$ cat config.mk
export PLATFORM = sky130hd
export DESIGN_NAME = pipelined_csel_subtractor
export DESIGN_NICKNAME = d
export VERILOG_FILES = /design/src/rtl/arith_pkg.sv /design/src/rtl/csel_sub_block.sv /design/src/rtl/ripple_carry_adder.sv /design/src/rtl/pipelined_csel_subtractor.sv
export SDC_FILE = /design/constraint.sdc
export NUM_CORES = 1
export LEC_CHECK = 0
export BUFFER_PORTS_ARGS = -buffer_cell sky130_fd_sc_hd__buf_2
export CORE_ASPECT_RATIO = 1.5
export CORE_UTILIZATION = 50
export DETAILED_ROUTE_END_ITERATION = 10
export PLACE_DENSITY_LB_ADDON = 0.2
export SLEW_MARGIN = 40
export SYNTH_ARGS = -nofsm -noshare
export SYNTH_HDL_FRONTEND = slang
export SYNTH_HIERARCHICAL = 1
export SYNTH_SLANG_ARGS = --single-unit
$ cat constraint.sdc
create_clock -name clk -period 10.7 [get_ports clk]
set_clock_uncertainty 0.15 [all_clocks]
set_input_delay 0.535 -clock clk [delete_from_list [all_inputs] [get_ports clk]]
set_output_delay 0.535 -clock clk [all_outputs]
set_load 0.01 [all_outputs]
$ cat src/rtl/arith_pkg.sv
// Shared arithmetic helpers: pipeline depth calculation and the per-stage
// control bundle carried alongside the data in every pipeline register.
package arith_pkg;

  // Number of SIZE-bit blocks, one block per pipeline stage.
  function automatic int unsigned stages(input int unsigned n, input int unsigned size);
    return n / size;
  endfunction

  // Per-stage control: occupancy plus the carry handed to the next block.
  typedef struct packed {
    logic valid;
    logic carry;
  } stage_ctl_t;

endpackage

$ cat src/rtl/csel_sub_block.sv
// One carry-select block: adds a block and an inverted-b block for both
// possible carries in parallel, then picks the pair matching carry_i.
// Ports: a_i, b_inv_i (SIZE), carry_i -> sum_o (SIZE), carry_o. Combinational.
module csel_sub_block #(
  parameter int unsigned SIZE = 8
) (
  input  logic [SIZE-1:0] a_i,
  input  logic [SIZE-1:0] b_inv_i,
  input  logic            carry_i,
  output logic [SIZE-1:0] sum_o,
  output logic            carry_o
);

  logic [SIZE-1:0] sum0;
  logic [SIZE-1:0] sum1;
  logic            cout0;
  logic            cout1;

  ripple_carry_adder #(.W(SIZE)) u_rca_c0 (
    .a_i    (a_i),
    .b_i    (b_inv_i),
    .cin_i  (1'b0),
    .sum_o  (sum0),
    .cout_o (cout0)
  );

  ripple_carry_adder #(.W(SIZE)) u_rca_c1 (
    .a_i    (a_i),
    .b_i    (b_inv_i),
    .cin_i  (1'b1),
    .sum_o  (sum1),
    .cout_o (cout1)
  );

  // Late-arriving carry only drives the final select.
  assign sum_o   = carry_i ? sum1 : sum0;
  assign carry_o = carry_i ? cout1 : cout0;

endmodule

$ cat src/rtl/ripple_carry_adder.sv
// W-bit adder with carry in/out; the building block for each carry-select half.
// Ports: a_i, b_i (W), cin_i -> sum_o (W), cout_o.
module ripple_carry_adder #(
  parameter int unsigned W = 8
) (
  input  logic [W-1:0] a_i,
  input  logic [W-1:0] b_i,
  input  logic         cin_i,
  output logic [W-1:0] sum_o,
  output logic         cout_o
);

  assign {cout_o, sum_o} = (W+1)'(a_i) + (W+1)'(b_i) + (W+1)'(cin_i);

endmodule

$ cat src/rtl/pipelined_csel_subtractor.sv
// Pipelined N-bit subtractor (diff = a + ~b + 1), one SIZE-bit carry-select
// block per stage, with valid/ready flow control on both sides.
// Ports:
//   clk, rst            clock, synchronous active-high reset
//   in_valid/in_ready   operand handshake; a, b (N) operands
//   out_valid/out_ready result handshake; diff (N), borrow, ovf results
module pipelined_csel_subtractor
  import arith_pkg::*;
#(
  parameter int unsigned N    = 32,
  parameter int unsigned SIZE = 8
) (
  input  logic         clk,
  input  logic         rst,
  input  logic         in_valid,
  output logic         in_ready,
  input  logic [N-1:0] a,
  input  logic [N-1:0] b,
  output logic         out_valid,
  input  logic         out_ready,
  output logic [N-1:0] diff,
  output logic         borrow,
  output logic         ovf
);

  localparam int unsigned STAGES = stages(N, SIZE);

  if ((N % SIZE) != 0) begin : g_param_check
    $error("pipelined_csel_subtractor: N must be a multiple of SIZE");
  end

  // Stage registers. Operands are stored pre-shifted so the block a stage
  // consumes is always in the low SIZE bits; diff is built from the top down
  // so it lands in place after the last stage.
  stage_ctl_t   ctl_q    [STAGES];
  stage_ctl_t   ctl_d    [STAGES];
  logic [N-1:0] a_q      [STAGES];
  logic [N-1:0] a_d      [STAGES];
  logic [N-1:0] b_q      [STAGES];
  logic [N-1:0] b_d      [STAGES];
  logic [N-1:0] diff_q   [STAGES];
  logic [N-1:0] diff_d   [STAGES];
  logic         borrow_q;
  logic         borrow_d;
  logic         ovf_q;
  logic         ovf_d;

  // Per-stage inputs and block results.
  logic [N-1:0]    src_a     [STAGES];
  logic [N-1:0]    src_b     [STAGES];
  logic [N-1:0]    src_diff  [STAGES];
  logic            src_cin   [STAGES];
  logic            src_valid [STAGES];
  logic [SIZE-1:0] blk_sum   [STAGES];
  logic            blk_cout  [STAGES];

  logic advance;

  // Whole pipeline moves in lockstep; bubbles shift like data.
  assign advance  = !ctl_q[STAGES-1].valid || out_ready;
  assign in_ready = advance;

  // Stage 0 reads the ports with carry-in 1; later stages read their predecessor.
  always_comb begin
    src_a[0]     = a;
    src_b[0]     = b;
    src_diff[0]  = '0;
    src_cin[0]   = 1'b1;
    src_valid[0] = in_valid;
    for (int i = 1; i < STAGES; i++) begin
      src_a[i]     = a_q[i-1];
      src_b[i]     = b_q[i-1];
      src_diff[i]  = diff_q[i-1];
      src_cin[i]   = ctl_q[i-1].carry;
      src_valid[i] = ctl_q[i-1].valid;
    end
  end

  for (genvar g = 0; g < STAGES; g++) begin : g_stage
    csel_sub_block #(.SIZE(SIZE)) u_blk (
      .a_i     (src_a[g][SIZE-1:0]),
      .b_inv_i (~src_b[g][SIZE-1:0]),
      .carry_i (src_cin[g]),
      .sum_o   (blk_sum[g]),
      .carry_o (blk_cout[g])
    );
  end

  // Next-state for every stage register plus the final flags.
  always_comb begin
    for (int i = 0; i < STAGES; i++) begin
      ctl_d[i].valid = src_valid[i];
      ctl_d[i].carry = blk_cout[i];
      a_d[i]         = src_a[i] >> SIZE;
      b_d[i]         = src_b[i] >> SIZE;
      diff_d[i]      = (src_diff[i] >> SIZE) | (N'(blk_sum[i]) << (N - SIZE));
    end
    // Final carry-out of a + ~b + 1 is the inverse of the unsigned borrow.
    borrow_d = ~blk_cout[STAGES-1];
    // By the last stage the operand MSBs sit at bit SIZE-1 of the block.
    ovf_d    = (src_a[STAGES-1][SIZE-1] != src_b[STAGES-1][SIZE-1]) &&
               (blk_sum[STAGES-1][SIZE-1] != src_a[STAGES-1][SIZE-1]);
  end

  // Valid bits and the output register are reset; interior data is not.
  always_ff @(posedge clk) begin
    if (rst) begin
      for (int i = 0; i < STAGES; i++) begin
        ctl_q[i].valid <= 1'b0;
      end
      diff_q[STAGES-1] <= '0;
      borrow_q         <= 1'b0;
      ovf_q            <= 1'b0;
    end else if (advance) begin
      for (int i = 0; i < STAGES; i++) begin
        ctl_q[i]  <= ctl_d[i];
        a_q[i]    <= a_d[i];
        b_q[i]    <= b_d[i];
        diff_q[i] <= diff_d[i];
      end
      borrow_q <= borrow_d;
      ovf_q    <= ovf_d;
    end
  end

  assign out_valid = ctl_q[STAGES-1].valid;
  assign diff      = diff_q[STAGES-1];
  assign borrow    = borrow_q;
  assign ovf       = ovf_q;

endmodule

# After elaboration in Yosys (flattened, before gate mapping)
# Memories as Yosys holds them, arrays and structs flattened.
# Index checks and enable logic that the tools add are counted.
[word_totals] register_bits=2 ramBits=328 inputBits=68 output_inout_bits=36 n_memories=4
[mem_list] name="diff_q" words=4 word_bits=32 read_ports=4 rd_ports_with_merged_regs=0 wr=4 line="pipelined_csel_subtractor.sv:41" text="logic [N-1:0] diff_q [STAGES];"
[mem_list] name="a_q" words=4 word_bits=24 read_ports=3 rd_ports_with_merged_regs=0 wr=4 line="pipelined_csel_subtractor.sv:37" text="logic [N-1:0] a_q [STAGES];"
[mem_list] name="b_q" words=4 word_bits=24 read_ports=3 rd_ports_with_merged_regs=0 wr=4 line="pipelined_csel_subtractor.sv:39" text="logic [N-1:0] b_q [STAGES];"
[mem_list] name="ctl_q" words=4 word_bits=2 read_ports=4 rd_ports_with_merged_regs=0 wr=4 line="pipelined_csel_subtractor.sv:35" text="stage_ctl_t ctl_q [STAGES];"
[classes] n_addsub=8 eq_ne=2 n_mux=16 bitwise=13 reduce_logical=3
[op_table] cell="24-bit by 32-bit bitwise OR with 32-bit output" n=3
[op_table] cell="8-bit by 8-bit adder with 9-bit output" n=4
[op_table] cell="9-bit by 1-bit adder with 9-bit output, second input constant" n=4
[op_table] cell="32-bit two-way mux" n=1
[op_table] cell="8-bit inverter" n=4
[op_table] cell="8-bit two-way mux" n=3
[op_table] cell="1-bit two-way mux" n=12
[op_table] cell="1-bit bitwise OR" n=5
[op_table] cell="1-bit != test" n=2
[op_table] cell="1-bit logical AND" n=1
[op_table] cell="1-bit zero test" n=1
[op_table] cell="1-bit logical OR" n=1
[op_table] cell="1-bit inverter" n=1

# Longest topological paths before layout
# Gate-level depths: netlist of run 1.
# An unclocked memory read counts as a cell.
[depth] ltp_word=7 ltp_mapped=9

# By module
# The synthesis of run 1 kept the hierarchy.
[by_module_without_submodules] mod="pipelined_csel_subtractor" n_inst=1 cells_each=272 area_each_um2=6058.3 seq_area_each_um2=5535.3
[by_module_without_submodules] mod="ripple_carry_adder (g_stage[1].u_blk.u_rca_c0 ...)" n_inst=3 cells_each=42 area_each_um2=331.6 seq_area_each_um2=0.0
[by_module_without_submodules] mod="ripple_carry_adder (g_stage[0].u_blk.u_rca_c0 ...)" n_inst=2 cells_each=40 area_each_um2=331.6 seq_area_each_um2=0.0
[by_module_without_submodules] mod="ripple_carry_adder (g_stage[3].u_blk.u_rca_c0 ...)" n_inst=2 cells_each=38 area_each_um2=312.8 seq_area_each_um2=0.0
[by_module_without_submodules] mod="csel_sub_block" n_inst=4 cells_each=12 area_each_um2=153.9 seq_area_each_um2=0.0
[by_module_without_submodules] mod="ripple_carry_adder (g_stage[2].u_blk.u_rca_c1)" n_inst=1 cells_each=41 area_each_um2=346.6 seq_area_each_um2=0.0

# Least setup slack after synthesis of run 1
# OpenSTA, ideal clock, no wires.
[synth_timing] path_kind="flip-flop to flip-flop" startpoint="memory ctl_q[3][1] (netlist name)" endpoint="memory a_q[0][0] (netlist name) (enable)" t_arrival_ns=7.037 path_slack_ns=2.855 stages_incl_launch_ff=5 n_path_buf=2 period_less_slack_ns=7.845 cell_sequence="edfxtp_1 -> nor2b_2 -> buf_6 -> buf_6 -> nor2_1"
[synth_rtl] element="start, declared" line="pipelined_csel_subtractor.sv:35"
[synth_rtl] element="end, declared" line="pipelined_csel_subtractor.sv:37"

==> metrics, run 1 <==
outcome finished, final reports clean; Max Slew Vio Count 0; Starting DRT DRC Count roughly 300; dpl cell area 10100 um2; first-pass GRT wire length roughly 24000 um; Hold Violations, Final 0; min cycle time layout 3.24 ns; Yosys warnings 6; largest stage delay on the critical path 0.66 ns; GP Congestion 0.863; drt pass-1 iters 4; flops & latches, synth ~190; Max Freq 309 MHz; worst slack, placed 7.13 ns; worst setup margin ~7.5 ns; gr ovfl total 0; largest net degree at the start of global routing 69; Post-layout nets 897; Vias/cell 5.25; antenna-violating nets left 0; syn_area_per_cell 14.5 um2; Layout area overhead 14.8%; Synth top cells by count 183 x edfxtp_1, 56 x ha_1, 48 x inv_1; via count 5349; Worst Max-Slew Pin Slew 0.764 ns; Crit Path Class reg2reg; fill count 1408; GRT Util Overall 16.6%; TritonCTS Buffers 17; IO buf count 103; post-synthesis sequential area ratio roughly three fifths; leak pwr about 4.4 nW; setup tns final 0 ns; Main synth FF type edfxtp_1; largest area contributor in the netlist edfxtp_1; hold crit path type in2reg; Cell variety after synth 47; post-CTS sizing 0; count leader, synth edfxtp_1; dominant cells by area after synthesis edfxtp_1 59%, ha_1 7.5%, mux2_4 5.8%; DR DRC count 0; Post-synth EDFFs 183; Worst-path clk slew roughly 0.07 ns; pwr/cell area 170 nW/um2; floorplan row count 60; Die W 113 um; initial antenna violation count 0; htree depth 4; CP Launch Type flip-flop; CTS Sinks 185; Synth Instances 643; data arrival time of the critical path 3.20 ns; vias in the first global route about 5400; Mapped Nets between 700 and 800; Post-synth ARST share 0%; n_diodes 0; Max-slew headroom 49.1%; area share of the largest cell type after synthesis between 50% and 60%; die area 19200 um2; share of cells above drive strength 1 between 20% and 30%; crit share post-route 30.3%; endpoint class of the critical path flip-flop; worst path cell trace nor2b_4, buf_4, nor2_4, buf_4, buf_4, buf_12; crit path max fanout 58; Finished Cell Area 10700 um2; CTS root buf clkbuf_16; placed wire-length estimate 11300 um; max cap viols 0; Post CTS Setup Buffer Count 0; Die Span Y 169 um; RSZ-0062 raised after global routing false; Clk Latency, worst-skew pair ~0.43 ns; final wirelength 15300 um; Core Area about 18000 um2; Max clock buf depth 2; CTS tree done; Req. time, crit path 10.66 ns; critical path's slowest cell buf_4; most used cell, CP buf_4; Post-Syn Area 9300 um2; CTS Hold Bufs 0; Initial Utilization between 50% and 60%; peak supply drop between 0.1 and 0.15 mV; final setup vio count 0; I/O pins 104; DR WL/cell ~15 um
## report_power, final
group | total (mW) | internal [mW] | switching (mW)
Combinational | 0.303 | 0.155 | 0.148
Clock | 0.608 | 0.330 | 0.278
Sequential | 0.902 | 0.876 | 0.0259
## cells by family after synthesis
group,count (synthesis),synth area share (%)
XOR/XNOR,34,3.20
adder cells (fa/ha/maj),72,11.0
other,9,0.363
flip-flops,185,59.5
multiplexers,39,6.13
AO/OA/AOI/OAI,110,8.47
AND/OR/NAND/NOR,128,8.19
buffers and inverters,66,3.17
## critical path: cells and delay by family (launching register included)
family        cells  cell delay (ns)
buf+inv           4             1.61
flops             1             0.42
simple gates      2             0.69
## layout by cell type, fill, tap and decap left out, types with 10 or more instances in the layout
cell type,Yosys,routed
nor2b_1,10,10
nand3_1,13,13
nand2_1,21,21
inv_1,48,48
clkbuf_16,0,17
o21ai_0,10,10
mux2_4,36,36
a311o_1,11,11
a21oi_1,33,33
xor2_1,14,14
fa_1,16,16
edfxtp_1,183,183
buf_2,2,103
nor3_1,12,12
ha_1,56,56
nor3b_1,39,39
xnor2_1,20,20
a21o_1,13,13
## layout make-up
class	count	area (um2)	area share, %
Sequential cell	185	5540	51.8
Inverter	54	203	1.90
Multi-Input combinational cell	392	3490	32.7
Clock inverter	15	153	1.43
Timing Repair Buffer	107	558	5.23
Clock buffer	17	425	3.98
Tap cell	248	310	2.91
## layer usage
| layer | track usage (%) | vias up | wire length, um |
|---|---|---|---|
| met5 | 0 | - | 0 |
| met4 | 8.30 | 0 | 401 |
| met3 | 3.87 | 27 | 535 |
| met2 | 30.3 | 129 | 8070 |
| met1 | 17.7 | 2550 | 6290 |
| li1 | - | 2643 | - |
## through the flow
stage	cells	total power, mW	utilization [%]	hold WS (ns)
floorplan	643	1.15	-	0.250
global placement	985	1.21	55.7	0.251
detailed placement	985	1.22	55.7	0.255
CTS	1017	1.83	58.9	0.104
global route	1018	1.89	59.0	0.0982
finish	1018	1.81	59.0	0.127
## path summary, 6_finish.rpt
| path | from | endpoint | slack [ns] | depth (start not counted) |
|---|---|---|---|---|
| worst max-delay path | ctl_q[3][1] | b_q[0][0] | 7.46 | 6 |
| worst max register to register | ctl_q[3][1] | b_q[0][0] | 7.46 | 6 |
| worst min-delay path | b[25] | b_q[0][17] | 0.13 | 1 |
| worst min register to register | a_q[1][13] | a_q[2][5] | 0.26 | 0 |
## flip-flops by register name, summed over array words and instances (netlist names)
name and count:
diff_q 80, ctl_q 7, a_q 48, b_q 48
ovf 1, borrow 1
Power figures use the tool's default switching activity.
==> run 2: changes to the inputs <==
==> constraint.sdc (replaced) <==
create_clock -name clk -period 3 [get_ports clk]
set_clock_uncertainty 0.15 [all_clocks]
set_input_delay 0.15 -clock clk [delete_from_list [all_inputs] [get_ports clk]]
set_output_delay 0.15 -clock clk [all_outputs]
set_load 0.01 [all_outputs]
==> run 2 against run 1 <==
Sequential power rose to 3.6 times the previous value. Hold slack worse by 0.10 ns. Worst setup slack got worse by 7.3 ns. Core utilization grew 2.8 points. Sequential share of layout area decreased by 2.4 points. Routed wire length up 3.0%. Critical endpoint is now diff_q[3][30]. Largest cell class unchanged.
==> metrics, run 2 (synthesis results as in run 1) <==
hold crit path type in2reg; initial antenna violation count 0; Die W ~110 um; drt pass-1 iters 4; Vias/cell 5.16; Die Span Y 169 um; first-pass GRT wire length 26400 um; worst setup margin 0.124 ns; total power 6.57 mW; vias in the first global route 5790; Post CTS Setup Buffer Count 0; worst slack, placed 0.194 ns; Worst-path clk slew approximately 0.07 ns; largest register by flop count diff_q; CTS Sinks 185; CTS Hold Bufs 50; Initial Utilization 51.4%; Starting DRT DRC Count between 200 and 250; final wirelength 15800 um; top flop regs diff_q x80, a_q x48, b_q x48; DR DRC count 0; Finished Cell Area 11200 um2; placed wire-length estimate between 10000 and 15000 um; GRT Util Overall 17.7%; gr ovfl total 0; Hold Violations, Final 0; RSZ-0062 raised after global routing false; via count about 5500; commonest non-fill, non-tap cell in the layout edfxtp_1; Max-slew headroom 53.2%; Clk Latency, worst-skew pair 0.43 ns; crit path max fanout 3; pwr/cell area 587 nW/um2; die area 19200 um2; Core Area 18100 um2; min cycle time layout 2.88 ns; Layout area overhead 20.3%; Req. time, crit path 3.00 ns; share of cells above drive strength 1 24.0%; data arrival time of the critical path 2.88 ns; Max Slew Vio Count 0; final setup vio count 0; r2r setup slk 0.12 ns; Worst Max-Slew Pin Slew 0.700 ns; peak supply drop 0.351 mV; n_diodes 0; htree depth 4; placed insts 986; max cap viols 0; antenna-violating nets left 0; leak pwr 4.58 nW; endpoint class of the critical path flip-flop; Layout Cells excl Fill 1068; CTS root buf clkbuf_16; Max Freq 348 MHz; largest net degree at the start of global routing 125; Max clock buf depth 2; outcome finished, final reports clean; DR WL/cell around 15 um; CTS tree done; floorplan row count 60; CP Launch Type flip-flop; commonest cells after routing, fill and taps aside 183 x edfxtp_1, 103 x buf_2, 56 x ha_1, 50 x dlygate4sd3_1, 48 x inv_1; GP Congestion 0.829; Crit Path Class reg2reg; IO buf count about 100; I/O pins 104; dpl cell area ~10000 um2; post-CTS sizing 0; number of flip-flops in the largest register 80; Post-layout nets 947; worst hold slack roughly 0.027 ns; TritonCTS Buffers 17; crit share post-route between 90% and 100%
run 2: cell count changes in the layout (fill, tap and decap cells not counted):
cell | before | now
clkbuf_1 | 0 | 2
bufinv_16 | 1 | 2
inv_6 | 5 | 2
clkinv_2 | 2 | 0
nand2b_4 | 1 | 0
dlygate4sd3_1 | 0 | 50
clkinv_4 | 1 | 2
clkinvlp_4 | 2 | 3
nand2b_2 | 0 | 1
run 2: power breakdown:
group,switching [mW],internal (mW),leakage [nW]
clock network,0.968,1.26,0.282
registers,0.0901,3.13,1.87
logic,0.531,0.594,2.43
total,1.59,4.98,4.58
run 2: area by class of cell:
type	count	area, um2
well taps	248	310
multi-input cells	392	3490
clock buffers	19	433
clock inverters	13	163
flip-flops and latches	185	5540
repair buffers	157	1060
fillers	1382	6900
inverters	54	203
run 2: stage by stage:
stage | TNS, ns | util [%]
after floorplan | -87.56 | -
after global placement | 0 | 55.8
after detailed placement | 0 | 55.8
after CTS | 0 | 61.9
after global routing | 0 | 61.9
final | 0 | 61.9
run 2: worst max-delay path, stage by stage (launching register included):
cell and delay, ns:
edfxtp_1 0.45, fa_1 0.52, fa_1 0.43, a21oi_1 0.16
nor2b_1 0.08, a31oi_1 0.32, xnor2_1 0.10, mux2_4 0.26
nor3b_1 0.14
run 2: path summary, 6_finish.rpt:
kind,endpoint,start,cells after the start
hold reg to reg,b_q[1][13],b_q[0][21],0
setup reg to reg,diff_q[3][30],a_q[2][0],8
hold / removal,diff_q[2][31],rst,2
setup / recovery,diff_q[3][30],a_q[2][0],8
run 2: per-layer routing:
metal / routed length [um] / track usage [%] / up-vias
met5: 0 / 0 / -
met4: 336 / 6.64 / 0
met3: 493 / 3.40 / 26
met2: 8670 / 34.2 / 111
met1: 6260 / 18.6 / 2632
li1: - / - / 2743
==> run 3: changes to the inputs <==
--- a/config.mk
+++ b/config.mk
@@ -10,6 +10,7 @@
 export CORE_UTILIZATION = 50
 export DETAILED_ROUTE_END_ITERATION = 10
 export PLACE_DENSITY_LB_ADDON = 0.2
+export REMOVE_ABC_BUFFERS = 1
 export SLEW_MARGIN = 40
 export SYNTH_ARGS = -nofsm -noshare
 export SYNTH_HDL_FRONTEND = slang
==> run 3 against run 2 <==
Sequential share of layout area is 0.24 points lower. Hold slack better by 0.078 ns. Routed wire length is 0.94% higher. Highest routed layer unchanged. Total power is 0.78% lower. Clock power is 3% lower. Combinational power about the same. Critical endpoint is now ovf. Cell count increased by 0.47%. Core utilization grew 0.30 points. Largest cell class unchanged.
==> metrics, run 3 (synthesis results as in run 1) <==
Max clock buf depth 2; antenna-violating nets left 0; GRT Util Overall 17.8%; max cap viols 0; drt pass-1 iters 4; delay-heaviest family, CP compound AO/OA/AOI/OAI gates; Die W 113 um; CTS tree done; htree depth 4; placed wire-length estimate 11600 um; Max-slew headroom around three fifths; leak pwr 4.61 nW; Worst Max-Slew Pin Slew about 0.6 ns; die area 19200 um2; hold crit path type in2reg; initial antenna violation count 0; Starting DRT DRC Count 327; commonest non-fill, non-tap cell in the layout edfxtp_1; crit path max fanout 3; final wirelength roughly 16000 um; Hold Violations, Final 0; Vias/cell between 5 and 6; CTS root buf clkbuf_16; worst path cell trace fa_1, a211oi_1, nor3_1, a211o_1, mux2_4, or3b_1, a311oi_2; floorplan row count 60; DR DRC count 0; commonest cells after routing, fill and taps aside 183 x edfxtp_1, 103 x buf_2, 56 x ha_1, 50 x dlygate4sd3_1, 48 x inv_1; Req. time, crit path ~3.2 ns; CTS Sinks 185; Post-layout nets 952; WHS Path Cells 3; crit share post-route a little over nine tenths; worst hold slack ~0.11 ns; vias in the first global route between 5000 and 6000; Layout area overhead 20.9%; cells on worst reg2reg path 7; largest register by flop count diff_q; top flop regs diff_q x80, a_q x48, b_q x48; Buf+Inv Stages, Crit Path 0; Initial Utilization 51.4%; data arrival time of the critical path 3.02 ns; Post CTS Setup Buffer Count 0; IO buf count 103; outcome finished, final reports clean; r2r setup slk 0.16 ns; endpoint class of the critical path flip-flop; GP Congestion 0.919; Crit Path Class reg2reg; I/O pins around 100; via count around 5600; share of cells above drive strength 1 24.5%; number of flip-flops in the largest register 80; RSZ-0062 raised after global routing false; TritonCTS Buffers 17; Max Freq 352 MHz; Die Span Y 169 um; largest stage delay on the critical path about 0.5 ns; Core Area 18100 um2; min cycle time layout between 2 and 3 ns; largest net degree at the start of global routing 44; first-pass GRT wire length 26300 um; Clk Latency, worst-skew pair approximately 0.42 ns; n_diodes 0; critical path's slowest cell fa_1; CP Launch Type flip-flop; gr ovfl total 0; DR WL/cell between 10 and 15 um; peak supply drop 0.388 mV; CP Depth 7; pwr/cell area 579 nW/um2; Worst-path clk slew 0.07 ns; worst slack, placed 0.180 ns; final setup vio count 0; worst setup margin 0.160 ns; Max Slew Vio Count 0
-- run 3: final cells by class --
type | count | area, um2
inverter | 54 | 203
clock inverter | 14 | 145
multi-input combinational | 392 | 3490
timing repair buffer | 162 | 1130
sequential | 185 | 5540
fill | 1372 | 6850
clock buffer | 18 | 429
tap | 248 | 310
-- run 3: final timing paths --
kind	from	to
setup reg to reg	a_q[2][0]	ovf
setup / recovery	a_q[2][0]	ovf
hold reg to reg	diff_q[1][16]	diff_q[2][8]
hold / removal	a[0]	diff_q[0][24]
-- run 3: report_power, final --
part | switching, mW | internal [mW] | total (mW)
logic | 0.532 | 0.604 | 1.14
clock network | 0.935 | 1.23 | 2.17
registers | 0.0887 | 3.12 | 3.21
-- run 3: per-layer routing --
layer / vias to the layer above / global-route usage [%] / wire length (um)
met3: 31 / 3.97 / 530
met1: 2705 / 18.3 / 6020
met5: - / 0 / 0
met4: 0 / 7.38 / 425
li1: 2752 / - / -
met2: 125 / 34.2 / 8930
-- run 3: per-stage QoR --
| step | area, um2 | std cells | power [mW] | utilization, % | TNS (ns) |
|---|---|---|---|---|---|
| floorplan | 9210 | 631 | 4.07 | - | -700.44 |
| global placement | 10200 | 991 | 4.30 | 56.2 | 0 |
| detailed placement | 10200 | 991 | 4.36 | 56.2 | 0 |
| CTS | 11200 | 1073 | 6.59 | 62.2 | 0 |
| global route | 11200 | 1073 | 6.81 | 62.2 | 0 |
| finish | 11200 | 1073 | 6.51 | 62.2 | 0 |
-- run 3: worst reg2reg max path: stages, from the launching register on --
cell,delay (ns)
edfxtp_1,0.44
fa_1,0.51
a211oi_1,0.33
nor3_1,0.13
a211o_1,0.28
mux2_4,0.28
or3b_1,0.37
a311oi_2,0.26
-- run 3: what timing repair did --
action / in CTS / in global routing
hold endpoints to repair: 50 / 0
resized for setup: 0 / 0
hold buffers: 50 / 0
